<file path="src/rtl/dma_mon_pkg.sv">
// Shared types and rule numbering for the 8237A-5 DMA bus monitor.
package dma_mon_pkg;

  typedef enum logic [1:0] {M_IDLE, M_REQ, M_ACK1, M_XFER} m_state_t;

  localparam int NUM_RULES          = 8;
  localparam int RULE_HLDA_TIMEOUT  = 0;
  localparam int RULE_AEN_MISSING   = 1;
  localparam int RULE_ADSTB_MISSING = 2;
  localparam int RULE_ADSTB_WIDTH   = 3;
  localparam int RULE_STROBE_OVERLAP = 4;
  localparam int RULE_STROBE_WIDTH  = 5;
  localparam int RULE_EOP_CONFLICT  = 6;
  localparam int RULE_DACK_ILLEGAL  = 7;

  function automatic logic [2:0] lowest_rule(input logic [NUM_RULES-1:0] v);
    lowest_rule = 3'd0;
    for (int i = NUM_RULES - 1; i >= 0; i--) begin
      if (v[i]) lowest_rule = 3'(i);
    end
  endfunction

endpackage

</file>
<file path="src/rtl/dma_mon_capture.sv">
// Error bookkeeping: sticky bits, saturating violation-cycle count, first-error capture.
// One cycle from violation to visible status; observe-only, no backpressure.
module dma_mon_capture
  import dma_mon_pkg::*;
#(
  parameter int CNT_W = 8,
  parameter int TS_W  = 16
) (
  input  logic                 clk,
  input  logic                 rst,
  input  logic                 clr,
  input  logic [NUM_RULES-1:0] viol,
  input  logic [TS_W-1:0]      ts,
  output logic [NUM_RULES-1:0] err_pulse,
  output logic [NUM_RULES-1:0] err_sticky,
  output logic [CNT_W-1:0]     err_cnt,
  output logic [2:0]           first_err_id,
  output logic [TS_W-1:0]      first_err_ts,
  output logic                 first_err_vld
);

  logic any_viol;
  assign any_viol = |viol;

  always_ff @(posedge clk or posedge rst) begin
    if (rst) begin
      err_pulse     <= '0;
      err_sticky    <= '0;
      err_cnt       <= '0;
      first_err_id  <= '0;
      first_err_ts  <= '0;
      first_err_vld <= 1'b0;
    end else begin
      err_pulse  <= viol;
      err_sticky <= (clr ? '0 : err_sticky) | viol;

      // clr wins over old state, but a violation in the same cycle is still recorded
      if (clr)
        err_cnt <= {{(CNT_W-1){1'b0}}, any_viol};
      else if (any_viol && err_cnt != '1)
        err_cnt <= err_cnt + 1'b1;

      if (any_viol && (clr || !first_err_vld)) begin
        first_err_id  <= lowest_rule(viol);
        first_err_ts  <= ts;
        first_err_vld <= 1'b1;
      end else if (clr) begin
        first_err_id  <= '0;
        first_err_ts  <= '0;
        first_err_vld <= 1'b0;
      end
    end
  end

endmodule

</file>
<file path="src/rtl/dma_bus_monitor.sv">
// Passive 8237A-5 bus protocol checker with per-channel transfer counts.
// Status appears one cycle after the offending bus cycle; never drives the bus, no backpressure.
module dma_bus_monitor
  import dma_mon_pkg::*;
#(
  parameter int NUM_CH       = 4,
  parameter int CNT_W        = 8,
  parameter int TS_W         = 16,
  parameter int HLDA_TIMEOUT = 16,
  parameter int WAIT_MAX     = 8
) (
  input  logic                    CLOCK,
  input  logic                    RESET,
  input  logic                    CS_N,
  input  logic                    HRQ,
  input  logic                    HLDA,
  input  logic                    AEN,
  input  logic                    ADSTB,
  input  logic                    READY,
  input  logic                    IOR_N,
  input  logic                    IOW_N,
  input  logic                    EOP_N,
  input  logic [NUM_CH-1:0]       DACK,
  input  logic [7:0]              err_en,
  input  logic                    clr,
  output logic [7:0]              err_pulse,
  output logic [7:0]              err_sticky,
  output logic [CNT_W-1:0]        err_cnt,
  output logic [2:0]              first_err_id,
  output logic [TS_W-1:0]         first_err_ts,
  output logic                    first_err_vld,
  output logic [NUM_CH*CNT_W-1:0] xfer_cnt,
  output logic                    irq
);

  localparam int TO_W = $clog2(HLDA_TIMEOUT + 2);
  localparam int WT_W = $clog2(WAIT_MAX + 1);

  m_state_t         state, state_nxt;
  logic             in_req, in_ack1, in_xfer;
  logic             hlda_q, adstb_q, ior_q, iow_q, ready_q;
  logic [TO_W-1:0]  to_cnt;
  logic [WT_W-1:0]  wait_cnt;
  logic [TS_W-1:0]  ts;
  logic             hlda_rise, strobe, wait_step, wait_over, xfer_done;
  logic [NUM_RULES-1:0] raw, viol;

  assign hlda_rise = HLDA && !hlda_q;
  assign strobe    = !IOR_N || !IOW_N;
  assign wait_step = strobe && !READY;
  assign wait_over = wait_step && (wait_cnt == WT_W'(WAIT_MAX));

  always_ff @(posedge CLOCK or posedge RESET) begin
    if (RESET) state <= M_IDLE;
    else       state <= state_nxt;
  end

  always_comb begin
    state_nxt = state;
    if (!CS_N) begin
      state_nxt = M_IDLE;
    end else begin
      case (state)
        M_IDLE:  if (hlda_rise) state_nxt = M_ACK1;
                 else if (HRQ && !HLDA) state_nxt = M_REQ;
        M_REQ:   if (hlda_rise) state_nxt = M_ACK1;
                 else if (!HRQ) state_nxt = M_IDLE;
        M_ACK1:  state_nxt = M_XFER;
        M_XFER:  if (!HLDA) state_nxt = M_IDLE;
        default: state_nxt = M_IDLE;
      endcase
    end
  end

  always_comb begin
    in_req  = 1'b0;
    in_ack1 = 1'b0;
    in_xfer = 1'b0;
    if (CS_N) begin
      case (state)
        M_REQ:   in_req  = 1'b1;
        M_ACK1:  in_ack1 = 1'b1;
        M_XFER:  in_xfer = 1'b1;
        default: ;
      endcase
    end
  end

  // to_cnt stops one past the limit so the timeout fires exactly once per request
  always_ff @(posedge CLOCK or posedge RESET) begin
    if (RESET) begin
      to_cnt   <= '0;
      wait_cnt <= '0;
      ts       <= '0;
      hlda_q   <= 1'b0;
      adstb_q  <= 1'b0;
      ior_q    <= 1'b1;
      iow_q    <= 1'b1;
      ready_q  <= 1'b0;
    end else begin
      if (!in_req)                               to_cnt <= '0;
      else if (to_cnt <= TO_W'(HLDA_TIMEOUT))    to_cnt <= to_cnt + 1'b1;
      if (!wait_step)                            wait_cnt <= '0;
      else if (wait_cnt != WT_W'(WAIT_MAX))      wait_cnt <= wait_cnt + 1'b1;
      ts      <= ts + 1'b1;
      hlda_q  <= HLDA;
      adstb_q <= ADSTB;
      ior_q   <= IOR_N;
      iow_q   <= IOW_N;
      ready_q <= READY;
    end
  end

  always_comb begin
    raw = '0;
    raw[RULE_HLDA_TIMEOUT]   = in_req && (to_cnt == TO_W'(HLDA_TIMEOUT));
    raw[RULE_AEN_MISSING]    = in_ack1 && !AEN;
    raw[RULE_ADSTB_MISSING]  = in_ack1 && !ADSTB;
    raw[RULE_ADSTB_WIDTH]    = CS_N && ADSTB && adstb_q;
    raw[RULE_STROBE_OVERLAP] = !IOR_N && !IOW_N;
    raw[RULE_STROBE_WIDTH]   = CS_N && ((!IOR_N && !ior_q && ready_q) ||
                                        (!IOW_N && !iow_q && ready_q) || wait_over);
    raw[RULE_EOP_CONFLICT]   = CS_N && !EOP_N && (AEN || ADSTB || strobe);
    raw[RULE_DACK_ILLEGAL]   = !$onehot0(DACK) || ((|DACK) && !HLDA);
  end

  assign viol      = raw & err_en;
  assign xfer_done = in_xfer && ((IOR_N && !ior_q) || (IOW_N && !iow_q)) && $onehot(DACK);

  for (genvar g = 0; g < NUM_CH; g++) begin : g_ch
    logic [CNT_W-1:0] cnt_q;
    always_ff @(posedge CLOCK or posedge RESET) begin
      if (RESET)
        cnt_q <= '0;
      else if (clr)
        cnt_q <= {{(CNT_W-1){1'b0}}, xfer_done && DACK[g]};
      else if (xfer_done && DACK[g] && cnt_q != '1)
        cnt_q <= cnt_q + 1'b1;
    end
    assign xfer_cnt[g*CNT_W +: CNT_W] = cnt_q;
  end

  dma_mon_capture #(.CNT_W(CNT_W), .TS_W(TS_W)) u_capture (
    .clk           (CLOCK),
    .rst           (RESET),
    .clr           (clr),
    .viol          (viol),
    .ts            (ts),
    .err_pulse     (err_pulse),
    .err_sticky    (err_sticky),
    .err_cnt       (err_cnt),
    .first_err_id  (first_err_id),
    .first_err_ts  (first_err_ts),
    .first_err_vld (first_err_vld)
  );

  assign irq = |err_sticky;

endmodule

</file>
<file path="config.mk">
export PLATFORM = sky130hd
export DESIGN_NAME = dma_bus_monitor
export DESIGN_NICKNAME = d
export VERILOG_FILES = /design/src/rtl/dma_mon_pkg.sv /design/src/rtl/dma_mon_capture.sv /design/src/rtl/dma_bus_monitor.sv
export SDC_FILE = /design/constraint.sdc
export NUM_CORES = 1
export LEC_CHECK = 0
export ABC_AREA = 0
export CAP_MARGIN = 20
export CORE_MARGIN = 4
export CORE_UTILIZATION = 25
export DETAILED_ROUTE_END_ITERATION = 7
export GPL_TIMING_DRIVEN = 0
export SLEW_MARGIN = 5
export SYNTH_ARGS = -nofsm -noshare
export SYNTH_HDL_FRONTEND = slang
export SYNTH_SLANG_ARGS = --single-unit
</file>
<file path="constraint.sdc">
create_clock -name CLOCK -period 13 [get_ports CLOCK]
set_clock_uncertainty 0.2 [all_clocks]
set_input_delay 3.9 -clock CLOCK [delete_from_list [all_inputs] [get_ports CLOCK]]
set_output_delay 3.9 -clock CLOCK [all_outputs]
set_load 0.05 [all_outputs]
</file>
==> results of run 1 <==
-- layout make-up --
class / count / share of cell area (%)
buffer: 15 / 1.19
clock buffer: 10 / 3.44
clock inverter: 6 / 0.774
inverter: 25 / 1.42
multi-input combinational: 341 / 34.7
sequential: 108 / 38.9
tap: 270 / 4.86
timing repair buffer: 100 / 14.7
-- routing by layer --
metal	wire length [um]	track usage, %	vias to the layer above
met4	149	3.03	0
met5	0	0	-
met2	6320	18.4	72
met1	6350	15.6	1925
met3	716	3.43	10
li1	-	-	1948
-- cells in the final DEF, fill, tap and decap left out, types with 10 or more instances in the layout --
| cell type | count |
|---|---|
| nand3_1 | 18 |
| nand2_1 | 40 |
| mux2_2 | 16 |
| ha_1 | 14 |
| xnor2_1 | 31 |
| clkdlybuf4s50_1 | 99 |
| nand4_1 | 10 |
| clkbuf_1 | 10 |
| nor2_1 | 44 |
| a21oi_1 | 16 |
| inv_1 | 22 |
| dfrtp_1 | 106 |
| nor2b_1 | 24 |
-- power groups by stage --
stage | logic [mW] | registers (mW) | clock network, mW
global placement | 0.112 | 0.362 | 0
detailed placement | 0.113 | 0.362 | 0
finish | 0.112 | 0.355 | 0.273
CTS | 0.114 | 0.356 | 0.283
floorplan | 0.0418 | 0.389 | 0
global route | 0.120 | 0.358 | 0.296
-- cell families after synthesis --
group,count (synthesis),synth area share [%]
mux,31,6.90
compound gates,64,8.58
fa+ha+maj,15,3.69
simple gates,194,20.3
xor+xnor,37,6.12
buf+inv,40,3.33
flops,108,51.1
-- path summary, 6_finish.rpt --
kind	endpoint	slack (ns)	depth (start not counted)
max	g_ch[1].cnt_q[5]	5.99	10
max in group asynchronous	ts[9]	8.20	3
min	ts[15]	0.28	1
min reg2reg	ts[15]	0.28	1
min in group asynchronous	g_ch[3].cnt_q[4]	3.71	2
max reg2reg	u_capture.first_err_ts[8]	10.13	9
-- flip-flops by register name (all words and copies together), names as in the netlist, 2 cells and up --
| register | cells |
|---|---|
| g_ch.cnt_q | 32 |
| u_capture.err_pulse | 8 |
| u_capture.first_err_id | 3 |
| u_capture.first_err_ts | 16 |
| to_cnt | 5 |
| u_capture.err_cnt | 8 |
| u_capture.err_sticky | 8 |
| wait_cnt | 4 |
| ts | 16 |
| state | 2 |
-- metrics by stage --
stage / hold WS [ns] / util, %
2_1_floorplan: 0.242 / -
3_3_place_gp: 0.267 / 32.2
3_5_place_dp: 0.267 / 32.4
4_1_cts: 0.283 / 33.8
5_1_grt: 0.313 / 33.8
6_report: 0.275 / 33.8
==> impl_metrics.xml, run 1 <==
<?xml version="1.0" encoding="UTF-8"?>
<metrics>
  <group name="drt">
    <metric name="number_of_vias_per_cell_after_detailed_routing" unit="">4.52</metric>
    <metric name="route.detailed.drc" unit="">0</metric>
    <metric name="drt-pass1-iter-count" unit="">4</metric>
    <metric name="vias" unit="">3955</metric>
    <metric name="drtAntennaViolNets" unit="">0</metric>
    <metric name="drt_iter0_drc" unit="">159</metric>
    <metric name="routed_wire_length" unit="um">13500</metric>
    <metric name="detail_route.wl_per_cell" unit="um">15.5</metric>
  </group>
  <group name="setup_path">
    <metric name="worstPathRequired" unit="ns">13.07</metric>
    <metric name="critical_path_arrival" unit="ns">7.08</metric>
    <metric name="largest_delay_contributor_family_on_the_critical_path" unit="">simple AND/OR/NAND/NOR gates</metric>
    <metric name="largest_fanout_on_the_critical_path" unit="">7</metric>
    <metric name="cp-end-kind" unit="">register</metric>
    <metric name="critPathKind" unit="">input pin to register</metric>
    <metric name="critical_path_cell_sequence" unit="">clkdlybuf4s50_1, fa_1, ha_1, ha_1, and4bb_2, o2111ai_1, or2_1, buf_2, or4_1, a21oi_1</metric>
    <metric name="crit_path_start_kind" unit="">input pin</metric>
    <metric name="crit-reg2reg-launch" unit="">to_cnt[0]</metric>
    <metric name="path_common_cell" unit="">ha_1</metric>
    <metric name="critical-path-slowest-cell" unit="">clkdlybuf4s50_1</metric>
    <metric name="critPathLaunch" unit="">DACK[1]</metric>
    <metric name="critical_path_buf_inv_count" unit="">2</metric>
    <metric name="timing.critical_path.slowest_cell_delay" unit="ns">0.56</metric>
  </group>
  <group name="power">
    <metric name="power.leakage" unit="nW">3.00</metric>
    <metric name="p_per_area" unit="nW/um2">107</metric>
    <metric name="seq_power_share" unit="%">48.0</metric>
    <metric name="sw_frac_of_total" unit="%">29.1</metric>
    <metric name="max-vdd-ir-drop" unit="mV">0.0479</metric>
    <metric name="internal_power" unit="mW">0.525</metric>
    <metric name="share_clk_of_total_power" unit="%">36.9</metric>
    <metric name="total_power" unit="mW">0.740</metric>
    <metric name="p_sw" unit="mW">0.215</metric>
    <metric name="comb_power_share" unit="%">15.1</metric>
  </group>
  <group name="synthesis">
    <metric name="yosys.area.top_type" unit="">dfrtp_1</metric>
    <metric name="fraction_of_registers_with_async_set_reset" unit="%">100</metric>
    <metric name="synth_register_bits" unit="">108</metric>
    <metric name="synth_edf_count" unit="">0</metric>
    <metric name="synthesis.yosys.warnings" unit="">0</metric>
    <metric name="synth-main-ff-cell" unit="">dfrtp_1</metric>
    <metric name="yosysMostFrequentCell" unit="">dfrtp_1</metric>
    <metric name="syn_area" unit="um2">5290</metric>
    <metric name="netlist.area_leader.share" unit="%">50.1</metric>
    <metric name="syn_area_per_cell" unit="um2">10.8</metric>
    <metric name="postSynthNetCount" unit="">528</metric>
    <metric name="most_frequent_cells_after_synthesis" unit="">106 x dfrtp_1, 44 x nor2_1, 40 x nand2_1</metric>
    <metric name="synth_cells" unit="">489</metric>
    <metric name="yosysSeqAreaShare" unit="%">51.1</metric>
    <metric name="synth_cell_type_count" unit="">63</metric>
    <metric name="synth_top_cells_by_area" unit="">dfrtp_1 50%, xnor2_1 5.1%, mux2_2 3.4%</metric>
  </group>
  <group name="timing">
    <metric name="fin_ws" unit="ns">5.99</metric>
    <metric name="setup_tns" unit="ns">0</metric>
    <metric name="grt_setup_unrepaired" unit="">false</metric>
    <metric name="rel_slew_slack" unit="%">43.9</metric>
    <metric name="achievable-frequency" unit="MHz">143</metric>
    <metric name="final_period_minus_worst_setup_slack" unit="ns">7.01</metric>
    <metric name="min_period_over_period" unit="%">53.9</metric>
    <metric name="number_of_endpoints_failing_setup_at_the_final_stage" unit="">0</metric>
    <metric name="timing_max_transition_violations_final" unit="">0</metric>
    <metric name="report.final.hold_viol_count" unit="">0</metric>
    <metric name="timing_worst_slew_pin_value" unit="ns">0.841</metric>
  </group>
  <group name="global_routing">
    <metric name="gr-total-overflow" unit="">0</metric>
    <metric name="grt_pass1_vias" unit="">3911</metric>
    <metric name="global_route_wire_length_before_repair" unit="um">21800</metric>
    <metric name="maximum_number_of_pins_on_one_net_before_global_route_repair" unit="">73</metric>
    <metric name="global_route.usage.total" unit="%">11.6</metric>
    <metric name="number_of_antenna_violations_at_the_first_check_in_global_routing" unit="">0</metric>
  </group>
  <group name="clock_tree">
    <metric name="cts_tree" unit="">done</metric>
    <metric name="cts_inserted_buffers" unit="">9</metric>
    <metric name="htreeDepth" unit="">3</metric>
    <metric name="cts_resized" unit="">0</metric>
    <metric name="setup_fix_buffers_added_after_clock_tree_synthesis" unit="">0</metric>
    <metric name="clock-root-buffer" unit="">clkbuf_16</metric>
    <metric name="clk_pin_slew_worst_paths" unit="ns">0.08</metric>
    <metric name="worst_skew_pair.late_latency" unit="ns">0.36</metric>
    <metric name="numClockSinks" unit="">108</metric>
    <metric name="max-clock-path-buffers" unit="">2</metric>
    <metric name="holdBufCountCts" unit="">0</metric>
  </group>
  <group name="die">
    <metric name="chipHeight" unit="um">154</metric>
    <metric name="start_util" unit="%">25.7</metric>
    <metric name="design.die.area" unit="um2">23600</metric>
    <metric name="die_width" unit="um">154</metric>
    <metric name="pin_count" unit="">101</metric>
    <metric name="row_count" unit="">52</metric>
    <metric name="core_area" unit="um2">20600</metric>
  </group>
  <group name="min_path">
    <metric name="min_path_type" unit="">register to register</metric>
    <metric name="holdCritStartpoint" unit="">ts[15]</metric>
  </group>
  <group name="placement">
    <metric name="place.detailed.hpwl" unit="um">9970</metric>
    <metric name="dp_worst_setup_slack" unit="ns">5.60</metric>
    <metric name="placedCellCount" unit="">859</metric>
    <metric name="place_congestion" unit="">0.745</metric>
    <metric name="postPlaceCellArea" unit="um2">6650</metric>
    <metric name="port_buffers" unit="">99</metric>
  </group>
  <group name="layout">
    <metric name="seq_area" unit="um2">2710</metric>
    <metric name="final_cells" unit="">875</metric>
    <metric name="num-fill-cells" unit="">2143</metric>
    <metric name="drive_above_1_share" unit="%">9.75</metric>
    <metric name="multi_input_comb_area" unit="um2">2410</metric>
    <metric name="design.final.nets" unit="">639</metric>
    <metric name="diodes" unit="">0</metric>
    <metric name="final_design_area_no_fill" unit="um2">6950</metric>
    <metric name="areaGrowthSynthToFinish" unit="%">31.3</metric>
  </group>
  <group name="run">
    <metric name="drv.max_cap_violation_count" unit="">0</metric>
  </group>
  <group name="outcome">
    <metric name="outcome" unit="">finished clean</metric>
  </group>
</metrics>
No activity file was read; power rests on OpenSTA's default activity.
==> run 2: changes to the inputs <==
==> constraint.sdc (replaced) <==
create_clock -name CLOCK -period 7.3 [get_ports CLOCK]
set_clock_uncertainty 0.2 [all_clocks]
set_input_delay 2.19 -clock CLOCK [delete_from_list [all_inputs] [get_ports CLOCK]]
set_output_delay 2.19 -clock CLOCK [all_outputs]
set_load 0.05 [all_outputs]
==> results of run 2 <==
Same layout as run 1 (identical final DEF). Status: finished clean.
Main changes from that run: setup slack after placement 5.60 ns -> 1.61 ns; setup slack after layout 5.99 ns -> 2.00 ns; register-to-register setup slack 10.13 ns -> 4.43 ns; total power 0.740 mW -> 1.32 mW; worst IR drop on VDD 0.0479 mV -> 0.0852 mV
==> run 3: changes to the inputs <==
==> constraint.sdc (replaced) <==
create_clock -name CLOCK -period 5.3 [get_ports CLOCK]
set_clock_uncertainty 0.2 [all_clocks]
set_input_delay 1.59 -clock CLOCK [delete_from_list [all_inputs] [get_ports CLOCK]]
set_output_delay 1.59 -clock CLOCK [all_outputs]
set_load 0.05 [all_outputs]
==> results of run 3 <==
Same layout as run 1 (identical final DEF). Status: finished clean.
Main changes from that run: setup slack after placement 5.60 ns -> 0.210 ns; setup slack after layout 5.99 ns -> 0.600 ns; register-to-register setup slack 10.13 ns -> 2.43 ns; total power 0.740 mW -> 1.82 mW; worst IR drop on VDD 0.0479 mV -> 0.117 mV
